<file path="src/rtl/chunked_addsub_if.sv">
// Handshake and operand/result bundle for chunked_addsub.
// The sat signal exists only when CHUNKED_ADDSUB_SAT_EN is defined.
interface chunked_addsub_if #(
    parameter int WIDTH = 32
);
    logic             in_valid;
    logic             in_ready;
    logic             mode;
    logic             ci;
    logic [WIDTH-1:0] a;
    logic [WIDTH-1:0] b;
    logic             out_valid;
    logic             out_ready;
    logic [WIDTH-1:0] res;
    logic             co;
    logic             ov;
`ifdef CHUNKED_ADDSUB_SAT_EN
    logic             sat;
`endif

    modport master (
        output in_valid, mode, ci, a, b, out_ready,
`ifdef CHUNKED_ADDSUB_SAT_EN
        output sat,
`endif
        input  in_ready, out_valid, res, co, ov
    );

    modport slave (
        input  in_valid, mode, ci, a, b, out_ready,
`ifdef CHUNKED_ADDSUB_SAT_EN
        input  sat,
`endif
        output in_ready, out_valid, res, co, ov
    );
endinterface

</file>
<file path="src/rtl/chunked_addsub.sv">
// Multi-cycle WIDTH-bit add/subtract, CHUNK bits per clock with a registered carry chain.
// Optional unsigned saturation is enabled by defining CHUNKED_ADDSUB_SAT_EN.
module chunked_addsub #(
    parameter int WIDTH = 32,
    parameter int CHUNK = 8
) (
    input  logic             clk,
    input  logic             rst,
    chunked_addsub_if.slave  bus
);
    localparam int NCHUNK = (CHUNK > 0) ? WIDTH / CHUNK : 1;
    localparam int IDXW   = (NCHUNK > 1) ? $clog2(NCHUNK) : 1;

    generate
        if (CHUNK < 1 || CHUNK > WIDTH || (WIDTH % CHUNK) != 0) begin : g_bad_params
            $error("chunked_addsub: WIDTH must be a multiple of CHUNK with 1 <= CHUNK <= WIDTH");
        end
    endgenerate

    typedef enum logic [1:0] {IDLE, CALC, DONE} state_t;

    state_t           state_q, state_d;
    logic [WIDTH-1:0] a_q, a_d;
    logic [WIDTH-1:0] bp_q, bp_d;      // b already inverted for subtract
    logic             mode_q, mode_d;
    logic             carry_q, carry_d;
    logic [IDXW-1:0]  idx_q, idx_d;
    logic [WIDTH-1:0] res_q, res_d;
    logic             co_q, co_d;
    logic             ov_q, ov_d;
`ifdef CHUNKED_ADDSUB_SAT_EN
    logic             sat_q, sat_d;
`endif

    logic [31:0]      lsb;
    logic [CHUNK-1:0] a_sl, b_sl;
    logic [CHUNK:0]   sum;
    logic [WIDTH-1:0] res_raw;
    logic             co_raw;

    localparam logic [WIDTH-1:0] SLICE_MASK = WIDTH'({CHUNK{1'b1}});

    always_comb begin
        state_d = state_q;
        a_d     = a_q;
        bp_d    = bp_q;
        mode_d  = mode_q;
        carry_d = carry_q;
        idx_d   = idx_q;
        res_d   = res_q;
        co_d    = co_q;
        ov_d    = ov_q;
`ifdef CHUNKED_ADDSUB_SAT_EN
        sat_d   = sat_q;
`endif
        lsb     = 32'(idx_q) * 32'(CHUNK);
        a_sl    = CHUNK'(a_q >> lsb);
        b_sl    = CHUNK'(bp_q >> lsb);
        sum     = {1'b0, a_sl} + {1'b0, b_sl} + {{CHUNK{1'b0}}, carry_q};
        res_raw = (res_q & ~(SLICE_MASK << lsb)) | (WIDTH'(sum[CHUNK-1:0]) << lsb);
        co_raw  = sum[CHUNK] ^ mode_q;

        case (state_q)
            IDLE: begin
                if (bus.in_valid) begin
                    a_d     = bus.a;
                    bp_d    = bus.b ^ {WIDTH{bus.mode}};
                    mode_d  = bus.mode;
                    carry_d = bus.ci ^ bus.mode;
                    idx_d   = '0;
`ifdef CHUNKED_ADDSUB_SAT_EN
                    sat_d   = bus.sat;
`endif
                    state_d = CALC;
                end
            end
            CALC: begin
                res_d   = res_raw;
                carry_d = sum[CHUNK];
                idx_d   = idx_q + IDXW'(1);
                if (idx_q == IDXW'(NCHUNK - 1)) begin
                    idx_d   = '0;
                    co_d    = co_raw;
                    // overflow is judged on the unsaturated sum
                    ov_d    = (a_q[WIDTH-1] == bp_q[WIDTH-1]) && (res_raw[WIDTH-1] != a_q[WIDTH-1]);
`ifdef CHUNKED_ADDSUB_SAT_EN
                    if (sat_q && co_raw) res_d = mode_q ? '0 : '1;
`endif
                    state_d = DONE;
                end
            end
            DONE: begin
                if (bus.out_ready) state_d = IDLE;
            end
            default: state_d = IDLE;
        endcase
    end

    always_ff @(posedge clk or posedge rst) begin
        if (rst) begin
            state_q <= IDLE;
            a_q     <= '0;
            bp_q    <= '0;
            mode_q  <= 1'b0;
            carry_q <= 1'b0;
            idx_q   <= '0;
            res_q   <= '0;
            co_q    <= 1'b0;
            ov_q    <= 1'b0;
`ifdef CHUNKED_ADDSUB_SAT_EN
            sat_q   <= 1'b0;
`endif
        end else begin
            state_q <= state_d;
            a_q     <= a_d;
            bp_q    <= bp_d;
            mode_q  <= mode_d;
            carry_q <= carry_d;
            idx_q   <= idx_d;
            res_q   <= res_d;
            co_q    <= co_d;
            ov_q    <= ov_d;
`ifdef CHUNKED_ADDSUB_SAT_EN
            sat_q   <= sat_d;
`endif
        end
    end

    assign bus.in_ready  = (state_q == IDLE);
    assign bus.out_valid = (state_q == DONE);
    assign bus.res       = res_q;
    assign bus.co        = co_q;
    assign bus.ov        = ov_q;
endmodule

</file>
<file path="src/flat_wrapper.sv">
// flat-port wrapper written by rule: the top's interface ports become plain ports
module chunked_addsub_flat 
#(
    parameter int WIDTH = 32,
    parameter int CHUNK = 8
)
  (clk, rst, bus_in_valid, bus_mode, bus_ci, bus_a, bus_b, bus_out_ready, bus_in_ready, bus_out_valid, bus_res, bus_co, bus_ov);
  chunked_addsub_if #(.WIDTH(WIDTH)) bus_i ();
  input  logic clk;
  input  logic rst;
  input wire logic [$bits(bus_i.in_valid)-1:0] bus_in_valid;
  input wire logic [$bits(bus_i.mode)-1:0] bus_mode;
  input wire logic [$bits(bus_i.ci)-1:0] bus_ci;
  input wire logic [$bits(bus_i.a)-1:0] bus_a;
  input wire logic [$bits(bus_i.b)-1:0] bus_b;
  input wire logic [$bits(bus_i.out_ready)-1:0] bus_out_ready;
  output wire logic [$bits(bus_i.in_ready)-1:0] bus_in_ready;
  output wire logic [$bits(bus_i.out_valid)-1:0] bus_out_valid;
  output wire logic [$bits(bus_i.res)-1:0] bus_res;
  output wire logic [$bits(bus_i.co)-1:0] bus_co;
  output wire logic [$bits(bus_i.ov)-1:0] bus_ov;
  assign bus_i.in_valid = bus_in_valid;
  assign bus_i.mode = bus_mode;
  assign bus_i.ci = bus_ci;
  assign bus_i.a = bus_a;
  assign bus_i.b = bus_b;
  assign bus_i.out_ready = bus_out_ready;
  assign bus_in_ready = bus_i.in_ready;
  assign bus_out_valid = bus_i.out_valid;
  assign bus_res = bus_i.res;
  assign bus_co = bus_i.co;
  assign bus_ov = bus_i.ov;
  chunked_addsub #(.WIDTH(WIDTH), .CHUNK(CHUNK)) u_core (.clk(clk), .rst(rst), .bus(bus_i));
endmodule
</file>
<file path="config.mk">
export PLATFORM = sky130hd
export DESIGN_NAME = chunked_addsub_flat
export DESIGN_NICKNAME = d
export VERILOG_FILES = /design/src/rtl/chunked_addsub_if.sv /design/src/rtl/chunked_addsub.sv /design/src/flat_wrapper.sv
export SDC_FILE = /design/constraint.sdc
export NUM_CORES = 1
export LEC_CHECK = 0
export ABC_AREA = 0
export BUFFER_PORTS_ARGS = -buffer_cell sky130_fd_sc_hd__buf_4
export CAP_MARGIN = 20
export CORE_UTILIZATION = 59
export DETAILED_ROUTE_END_ITERATION = 6
export PLACE_DENSITY = 0.89
export SETUP_SLACK_MARGIN = 0.15
export SYNTH_ARGS = -nofsm -noshare
export SYNTH_HDL_FRONTEND = slang
export SYNTH_SLANG_ARGS = --single-unit
</file>
<file path="constraint.sdc">
create_clock -name clk -period 5.5 [get_ports clk]
set_input_delay 1.1 -clock clk [delete_from_list [all_inputs] [get_ports clk]]
set_output_delay 1.1 -clock clk [all_outputs]
set_load 0.05 [all_outputs]
</file>
; ---- Word level (Yosys, flattened, before mapping)
; Index checks and enable logic that the tools add are counted.
[totals]
reg_bits = 104
inputBits = 70
output_inout_bits = 36
word_cells = 46
[classes]
addsub = 3
n_eq_ne = 8
shift = 4
n_mux = 9
bitwise_logic = 6
reduce_logical = 7
[ops]
columns = cell, count
row1 = $shr 32x5->8, 2
row2 = $and 32x32->32, 1
row3 = $not 32->32, 1
row4 = $or 32x32->32, 1
row5 = $shl 8x5->32, 1
row6 = $shl 8x5->32 const A, 1
row7 = $xor 32x32->32, 1
row8 = $mux 2, 5
row9 = $add 8x8->9, 1
row10 = $add 9x1->9, 1
row11 = $pmux 2 s3, 1
row12 = $reduce_and 2->1, 3
row13 = $eq 2x2->1 const B, 2
row14 = $ne 2x2->1 const B, 2
row15 = $pmux 2 s2, 1
row16 = $reduce_and 3->1, 1
row17 = $add 2x1->2 const B, 1
row18 = $eq 2x1->1 const B, 1
row19 = $logic_not 2->1, 1
row20 = $ne 2x1->1 const B, 1
row21 = $pmux 1 s2, 1
row22 = $reduce_bool 2->1, 1
row23 = $xor 1x1->1, 2
row24 = $eq 1x1->1, 1
row25 = other kinds (3), 3

; ---- Logic depth before layout (Yosys ltp)
; Gate-level depths: netlist (run 1).
[logic_depth]
depth_word = 7
depth_mapped = 11
mapped_depth_nobuf = 10

; ---- Worst setup path before layout (run 1)
; Ideal clock, no wire load.
[synth_timing]
kind = reg-to-reg
from = reg u_core.idx_q[1]
to = reg u_core.res_q[14], in the netlist u_core.bus.res[14]
setup_time_ns = 0.121
arrival_ns = 2.538
required_time_ns = 5.379
path_slack_ns = 2.841
stages_incl_launch_ff = 10
n_path_buf = 2
period_less_slack_ns = 2.659
path_cell_list = dfrtp_1 > buf_2 > buf_2 > mux4_2 > fa_1 > a211oi_2 > o21bai_1 > a21oi_1 > xnor2_1 > a22o_1
[synth_between]
elab_chain_len = 5
elab_cells_between_ends = 9
cone_classes = 2 x add/sub / 4 x shift / 3 x bitwise
[synth_rtl]
columns = item, line
row1 = start: declaration, chunked_addsub.sv:27  ; logic [IDXW-1:0] idx_q, idx_d;
row2 = start signal: assignment, chunked_addsub.sv:119  ; idx_q <= idx_d;
row3 = $shr 32x5->8 (on tied branches), "chunked_addsub.sv:57, chunked_addsub.sv:58"
row4 = $add 8x8->9, chunked_addsub.sv:59  ; sum = {1'b0, a_sl} + {1'b0, b_sl} + {{CHUNK{1'b0}}, carry_q};
row5 = $add 9x1->9, chunked_addsub.sv:59
row6 = $shl 8x5->32, chunked_addsub.sv:60  ; res_raw = (res_q & ~(SLICE_MASK << lsb)) | (WIDTH'(sum[CHUNK-1:0]) << lsb);
row7 = $or 32x32->32 *, chunked_addsub.sv:60
row8 = end signal: assignment, chunked_addsub.sv:120  ; res_q <= res_d;
row9 = end: declaration, chunked_addsub.sv:28  ; logic [WIDTH-1:0] res_q, res_d;
; Mark *: on every way between the ends. The rest lies on a longest branch, timed or not.
; A chain may end at the register's enable or synchronous reset.

; ---- Worst setup path after layout (run 1)
[layout_timing]
from = reg u_core.idx_q[0]
to = reg u_core.res_q[6], in the netlist u_core.bus.res[6]
; The elaborated chain is that of the path after synthesis.

==> results of run 1 <==
## cell usage after synthesis (all sizes together)
master    n  share of area
nor3      5         0.0071
o21ai    46          0.046
o211ai    3         0.0056
a22o     24          0.042
a21oi     6         0.0068
nor2      6         0.0045
and2      2         0.0025
clkbuf   11         0.0083
xor2      2         0.0035
nand4     1         0.0013
nor4      3         0.0050
fa        2         0.0081
o31ai     3         0.0045
a211oi    1         0.0025
nor2b     1         0.0013
o31a      1         0.0018
nand2b    4         0.0050
nand3     7         0.0071
buf      16          0.017
nand3b    3         0.0045
nand2   149           0.11
a21o      1         0.0015
mux4     16          0.073
ha       11          0.028
xnor2    37          0.065
inv       8         0.0061
o21bai    1         0.0015
dfrtp   104           0.53
o221ai    1         0.0018
## worst max-delay path by stage
stage	startpoint	endpoint	slack, ns	cells past startpoint
2_1_floorplan	rst	u_core.a_q[0]	1.67	1
3_5_place_dp	u_core.idx_q[1]	u_core.bus.res[6]	2.23	10
5_1_grt	u_core.idx_q[0]	u_core.bus.res[30]	2.24	11
3_3_place_gp	u_core.idx_q[1]	u_core.bus.res[22]	2.35	10
6_report	u_core.idx_q[0]	u_core.bus.res[6]	2.43	11
4_1_cts	u_core.idx_q[1]	u_core.bus.res[6]	2.20	10
## worst max-delay path, stage by stage, from the launching register on
cell and delay [ns]:
dfrtp_1 0.34, buf_4 0.38, mux4_2 0.55, inv_1 0.09, fa_1 0.18, inv_1 0.06
fa_1 0.43, a211oi_2 0.26, o21bai_1 0.11, a21oi_1 0.19, xnor2_1 0.15, a22o_1 0.22
## sequential cells by signal, summed over array words and instances (netlist names)
register	cells
u_core.carry_q	1
u_core.bus.co	1
u_core.idx_q	2
u_core.mode_q	1
u_core.state_q	2
u_core.bus.res	32
u_core.bus.ov	1
u_core.bp_q	32
u_core.a_q	32
## metal layers
layer	up-vias	track usage
met5	-	0
met4	0	0.145
met3	50	0.0550
met2	204	0.435
met1	1894	0.363
li1	1804	-
## power by group
group | switching, W | internal (W)
sequential | 0.000225 | 0.00113
combinational | 0.00164 | 0.000977
clock | 0.000248 | 0.000282
total | 0.00212 | 0.00239
## kinds of logic after synthesis
kind of cell	Yosys count	synth area share
muxes	16	0.0727
xor gates and xnor gates	39	0.0689
DFF	104	0.525
adders and majority gates	13	0.0358
buffers and inverters	35	0.0313
AOI/OAI and AO/OA	87	0.115
and+or+nand+nor	181	0.151
## layout make-up
type / instances / area [sq um]
flip-flops and latches: 104 / 2600
multi-input cells: 336 / 2200
fillers: 557 / 2110
repair buffers: 110 / 866
clock buffers: 12 / 155
well taps: 105 / 131
clock inverters: 4 / 76.3
inverters: 8 / 32.5
## metrics by stage
step	setup WS, ns	instance area, sq um	cells	utilization
after floorplan	1.67	4960	475	-
after global placement	2.35	5780	661	0.707
after detailed placement	2.23	5780	661	0.707
after CTS	2.20	6010	677	0.735
after global routing	2.24	6060	679	0.742
final	2.43	6060	679	0.742
==> results.toml, run 1 <==
[finish]
layout_commonest_cell = "nand2_1"
synthToLayoutAreaGrowth_pct = 22.4
drive_gt1_frac = 0.260
diodes = 0
layout.nets = 652
layout_common_cells = "nand2_1, buf_4, dfrtp_1, o21ai_0, xnor2_1"

[cts]
htreeDepth = 3
clkLatencyLatePin_ns = 0.36
clockRootBuffer = "clkbuf_8"
postCtsHoldBufs = 0
postCtsSetupBuffers = 0
cts_tree = "yes"
cts_buffers = 9
cts.sinks = 104
clkTransAtPathRegs_ns = 0.09
cts_resized = 0
clockBufferDepth = 2

[grt]
grt_overflow = 0
grt_pass1_vias = 3885
antenna_found_initial = 0
grtUsageTotal = 0.275
grt_pass1_wl_microns = 18200
grt_max_degree = 102

[timing]
finalSetupViolations = 0
max_clock_freq_mhz = 325
relSlewSlack = 0.428
whs_ns = 0.479
fin_setup_tns_ns = 0
worst_slew_pin_slew_ns = 0.858
min_period_ns = 3.07
fin_crit_sh = 0.559
skew_ns = 0.00979
drv_slew = 0
finalHoldViolations = 0
rsz0062_at_grt = "no"

[drt]
drt.antenna.violating_nets = 0
wl_met1_microns = 4580
vias = 3952
wl_per_cell_microns = 16.7
highest_layer = "met4"
drtIter0Drc = 275
wirelength_microns = 11400
wl_met3_microns = 759
firstDrtPassIters = 5
wl_met2_microns = 5550
drc = 0
vias_per_cell = 5.82

[critical_path]
critPathKind = "reg2reg"
r2r_slack_ns = 2.43
critical_path.endpoint_type = "flip-flop"
cp_max_fo = 26
timing.rr.start = "u_core.idx_q[0]"
start_kind = "flip-flop"
r2r_cells = 11
r2r-end = "u_core.bus.res[6]"
arrival_ns = 3.32
crit_required_ns = 5.74

[yosys]
synth_nets = 558
synth_seq_cells = 104
yosysSeqAreaShare = 0.525
yosys_warnings = 0
synth.avg_cell_area_sq_um = 10.4
synth_cell_types = 35
synth_area_sq_um = 4960
synthCells = 475

[run_status]
outcome = "complete, no violations"

[power_and_ir_drop]
powerDensity_nw_per_um2 = 744
ir_drop_mv = 0.342
power_w = 0.00451
leakagePower_nw = 2.94

[floorplanning]
die_area_sq_um = 8770
rows = 33
initial_core_util = 0.606
fp.dieW_microns = 93.7
die_h_microns = 93.7
ios = 106
core_sq_um = 8180

[place]
numPortBuffers = 105
place.gp.congestion = 0.944
dp_hpwl_microns = 8060

[worst_hold_path]
hold_path_depth = 2
hold_end = "u_core.a_q[14]"
hp-start = "u_core.a_q[14]"
min_path_type = "reg2reg"

[flow_run]
cap_violations = 0
Power figures use the tool's default switching activity.
==> run 2, diff against run 1 <==
CORE_UTILIZATION = 49   (was 59)
PLACE_DENSITY = 0.8   (was 0.89)
clock period = 2.5 ns   (was 5.5 ns; I/O delays follow)
==> results.toml, run 2 (same netlist as run 1, synthesis figures left out) <==
[run_status]
outcome = "complete, but fails checks"
violations = "negative setup slack"

[critical_path]
crit_required_ns = 2.75
crit_slowest_cell = "mux4_2"
path_buf_inv = 2
crit_end = "u_core.bus.res[14]"
cp_max_fo = 4
timing.rr.start = "u_core.idx_q[0]"
path_depth = 9
r2r_slack_ns = -0.12
crit_start = "u_core.idx_q[0]"
arrival_ns = 2.86
start_kind = "flip-flop"
r2r_cells = 9
path_cells = "buf_4, buf_6, mux4_2, fa_2, a211oi_4, o21bai_1, a21oi_2, xnor2_2, a22o_1"
critical_path.top_delay_family = "compound AO/OA/AOI/OAI gates"
critPathMaxStageDelay_ns = 0.55
r2r-end = "u_core.bus.res[14]"
critical_path.endpoint_type = "flip-flop"
critPathKind = "reg2reg"

[timing]
relSlewSlack = 0.483
finalHoldViolations = 0
rsz0062_at_grt = "yes"
fin_crit_sh = 1.05
finalSetupViolations = 13
worst_slew_pin_slew_ns = 0.770
max_clock_freq_mhz = 382
worst_slack_ns = -0.115
drv_slew = 0
min_period_ns = 2.62
skew_ns = 0.0106

[floorplanning]
ios = 106
rows = 36
die_area_sq_um = 10500
fp.dieW_microns = 103
initial_core_util = 0.507
die_h_microns = 103
core_sq_um = 9770

[flow_run]
cap_violations = 0

[grt]
grt_overflow = 0
grt_max_degree = 105
antenna_found_initial = 0
grtUsageTotal = 0.224
grt_pass1_wl_microns = 17900
grt_pass1_vias = 3731

[drt]
firstDrtPassIters = 4
drt.antenna.violating_nets = 0
wl_per_cell_microns = 15.2
vias_per_cell = 5.28
vias = 3838
drtIter0Drc = 144
drc = 0
wirelength_microns = 11000

[place]
numPortBuffers = 105
dpl-instance-area_sq_um = 6010
dp_hpwl_microns = 8070
place.gp.congestion = 0.815

[worst_hold_path]
min_path_type = "in2async"

[cts]
cts_tree = "yes"
clkTransAtPathRegs_ns = 0.09
postCtsHoldBufs = 0
cts.sinks = 104
clockRootBuffer = "clkbuf_8"
clkLatencyLatePin_ns = 0.37
cts_buffers = 9
clockBufferDepth = 2
htreeDepth = 3

[finish]
layout.nets = 673
fin_area_sq_um = 6390
fill_cells = 776
synthToLayoutAreaGrowth_pct = 29.0
drive_gt1_frac = 0.322
diodes = 0
layout_commonest_cell = "nand2_1"
layout_common_cells = "nand2_1, buf_4, dfrtp_1, o21ai_0, xnor2_1"
-- run 2: worst min path at each step --
stage | end | slack, ns
after detailed placement | u_core.a_q[1] | 0.46
after CTS | u_core.bus.res[18] | 0.31
final | u_core.bus.res[1] | 0.27
after floorplan | u_core.a_q[10] | 0.44
after global routing | u_core.bus.res[18] | 0.32
after global placement | u_core.a_q[15] | 0.45
-- run 2: metrics by stage --
| stage | std cells | hold slack (ns) | setup slack (ns) | TNS [ns] | util |
|---|---|---|---|---|---|
| after CTS | 727 | 0.306 | -0.0828 | -0.448 | 0.651 |
| after floorplan | 475 | 0.440 | -0.0275 | -0.154 | - |
| after detailed placement | 708 | 0.462 | -0.161 | -1.59 | 0.615 |
| final | 727 | 0.270 | -0.115 | -0.661 | 0.654 |
| after global routing | 727 | 0.318 | -0.225 | -2.47 | 0.654 |
| after global placement | 708 | 0.454 | -0.0805 | -0.621 | 0.615 |
-- run 2: cell type report --
type	instances	area, sq um	area share
Clock buffer	11	151	0.0237
Multi-Input combinational cell	336	2350	0.367
Tap cell	133	166	0.0260
Timing Repair Buffer	131	1040	0.162
Sequential cell	104	2600	0.407
Inverter	8	33.8	0.00529
Clock inverter	4	52.6	0.00822
-- run 2: repair_timing --
action	in CTS	in global routing
gates resized for setup	26	5
buffers inserted	4	0
endpoints found under the setup margin	27	27
pin swaps	20	6
endpoints found under the hold margin	0	0
-- run 2: routing by layer --
layer | track usage | routed length, microns | share of wire | vias up
met3 | 0.0386 | 487 | 0.044 | 9
li1 | - | - | - | 1836
met5 | 0 | 0 | 0 | -
met2 | 0.373 | 5650 | 0.51 | 108
met4 | 0.0681 | 78 | 0.0071 | 0
met1 | 0.301 | 4810 | 0.44 | 1885
-- run 2: worst min-delay path, cell delays in order --
cell and delay [ns]:
buf_4 0.12, clkinvlp_4 0.07, buf_12 0.39
Power of run 2 is not shown: default switching activity piles up to over one toggle a cycle in this logic, so the estimate is an artifact.
==> run 3, diff against run 2 <==
ABC_AREA = 1   (was 0)
CAP_MARGIN = not set   (was 20)
CORE_UTILIZATION = 50   (was 49)
PLACE_DENSITY = 0.81   (was 0.8)
==> results.toml, run 3 <==
[run_status]
outcome = "complete, no violations"

[yosys]
synth_edf_count = 0
yosys_warnings = 0
synth.avg_cell_area_sq_um = 8.57
synth_seq_cells = 104
synth_cell_types = 33
synth_area_sq_um = 5110
synthCells = 596
yosysSeqAreaShare = 0.510
synth-async-reset-ratio = 1.00
synth_area_leader_cell = "dfrtp_1"
synth.most_common_cell = "nand2_1"
yosysTopAreaCellShare = 0.510
synth_nets = 679
yosys-top-cells-area = "dfrtp_1, nand2_1, o21ai_0"
ys.flop_type = "dfrtp_1"
synthTopCellsByCount = "nand2_1, dfrtp_1, o21ai_0"

[worst_hold_path]
min_path_type = "in2async"

[timing]
rsz0062_at_grt = "yes"
max_clock_freq_mhz = 410
fin_crit_sh = 0.977
finalHoldViolations = 0
worst_slack_ns = 0.0584
finalSetupViolations = 0
skew_ns = 0.0180
fin_setup_tns_ns = 0
min_period_ns = 2.44
relSlewSlack = 0.570
drv_slew = 0
worst_slew_pin_slew_ns = 0.644

[grt]
grt_pass1_wl_microns = 20200
grt_max_degree = 105
grt_pass1_vias = 4202
grtUsageTotal = 0.250
antenna_found_initial = 0
grt_overflow = 0

[cts]
cts_buffers = 9
clkLatencyLatePin_ns = 0.39
cts.sinks = 104
clkTransAtPathRegs_ns = 0.12
htreeDepth = 3
cts_tree = "yes"
clockBufferDepth = 2
clockRootBuffer = "clkbuf_8"
postCtsHoldBufs = 0

[place]
dp_hpwl_microns = 8410
place_ws_ns = -0.0174
numPortBuffers = 105
place.gp.congestion = 0.903

[flow_run]
cap_violations = 0

[critical_path]
path_depth = 15
start_kind = "flip-flop"
crit_required_ns = 2.78
timing.rr.start = "u_core.idx_q[0]"
crit_start = "u_core.idx_q[0]"
path_cells = "buf_4, buf_8, o21ai_0, o22ai_1, ha_2, nand2_2, inv_1, a21oi_2, nand3_1, nand2_2, nand3_2, nand2_1, nand2_1, nand3_1, nand2_1"
critPathMaxStageDelay_ns = 0.47
path_buf_inv = 3
r2r-end = "u_core.bus.ov"
critPathKind = "reg2reg"
critical_path.endpoint_type = "flip-flop"
r2r_slack_ns = 0.06
crit_slowest_cell = "dfrtp_2"
critical_path.top_delay_family = "simple AND/OR/NAND/NOR gates"
r2r_cells = 15
path_common_cell = "nand2_1"
crit_end = "u_core.bus.ov"
cp_max_fo = 14
arrival_ns = 2.72

[drt]
vias = 4570
drtIter0Drc = 352
firstDrtPassIters = 5
drc = 0
wirelength_microns = 13100
vias_per_cell = 5.40
drt.antenna.violating_nets = 0
wl_per_cell_microns = 15.5

[floorplanning]
fp.dieW_microns = 103
rows = 36
ios = 106
initial_core_util = 0.520
die_area_sq_um = 10600
die_h_microns = 103
core_sq_um = 9820

[finish]
drive_gt1_frac = 0.306
layout.nets = 791
layout_common_cells = "nand2_1, buf_4, dfrtp_1, o21ai_0, xnor2_1"
diodes = 0
fill_cells = 754
synthToLayoutAreaGrowth_pct = 28.9
layout_commonest_cell = "nand2_1"
## run 3: cell count changes after synthesis, moves of 14 or more
cell     delta
o21ai_0    +19
nor2_1     +26
o21ai_1    +14
mux4_2     -16
o22ai_1    +14
a22o_1     -24
nand2_1    +66
## run 3: worst register-to-register path: stages (launching register included)
cell     delay, ns
dfrtp_2       0.47
buf_4         0.16
buf_8         0.13
o21ai_0       0.09
o22ai_1       0.29
ha_2          0.38
nand2_2       0.11
inv_1         0.06
a21oi_2       0.13
nand3_1       0.10
nand2_2       0.10
nand3_2       0.09
nand2_1       0.08
nand2_1       0.05
nand3_1       0.06
nand2_1       0.05
## run 3: worst min path at each step
stage                               from                 end  slack [ns]
after floorplan           u_core.a_q[10]      u_core.a_q[10]        0.44
after global placement    u_core.a_q[14]      u_core.a_q[14]        0.46
after detailed placement  u_core.a_q[14]      u_core.a_q[14]        0.46
after CTS                            rst  u_core.bus.res[11]        0.29
after global routing       bus_out_ready   u_core.state_q[1]        0.28
final                                rst      u_core.carry_q        0.26
## run 3: logic make-up (layout without fill, tap and decap cells)
group                    Yosys count  count (layout)  share of synthesized area
AND/OR/NAND/NOR                  269             269                      0.210
AO/OA/AOI/OAI                    117             117                      0.131
adder cells (fa/ha/maj)           13              13                     0.0348
buffers and inverters             54             171                     0.0465
flip-flops                       104             104                      0.510
XOR/XNOR                          39              39                     0.0683
## run 3: metal layers
| layer | GRT usage | vias to the layer above | wire length, microns |
|---|---|---|---|
| met5 | 0 | - | 0 |
| li1 | - | 2146 | - |
| met2 | 0.401 | 205 | 6340 |
| met3 | 0.0475 | 39 | 819 |
| met4 | 0.111 | 0 | 429 |
| met1 | 0.333 | 2180 | 5490 |
## run 3: repair_timing
action | CTS | global route
setup endpoints to repair | 9 | 22
buffers inserted | 9 | 8
pin swaps | 14 | 29
cloned | 1 | 0
gates resized for setup | 15 | 58
## run 3: area by class of cell
cell class	instances	area [sq um]	area share
Sequential cell	104	2610	0.396
Clock inverter	7	90.1	0.0137
Tap cell	133	166	0.0253
Timing Repair Buffer	132	1050	0.159
Clock buffer	9	124	0.0188
Multi-Input combinational cell	438	2450	0.372
Timing Repair inverter	1	6.26	0.000950
Inverter	22	93.8	0.0143
## run 3: stage by stage
step           hold slack (ns)  instances   util  area, sq um
2_1_floorplan            0.444        596      -         5150
3_3_place_gp             0.463        812  0.613         6020
3_5_place_dp             0.463        812  0.613         6020
4_1_cts                  0.285        838  0.649         6370
5_1_grt                  0.282        846  0.671         6590
6_report                 0.262        846  0.671         6590
Power of run 3 is left out for the same reason.
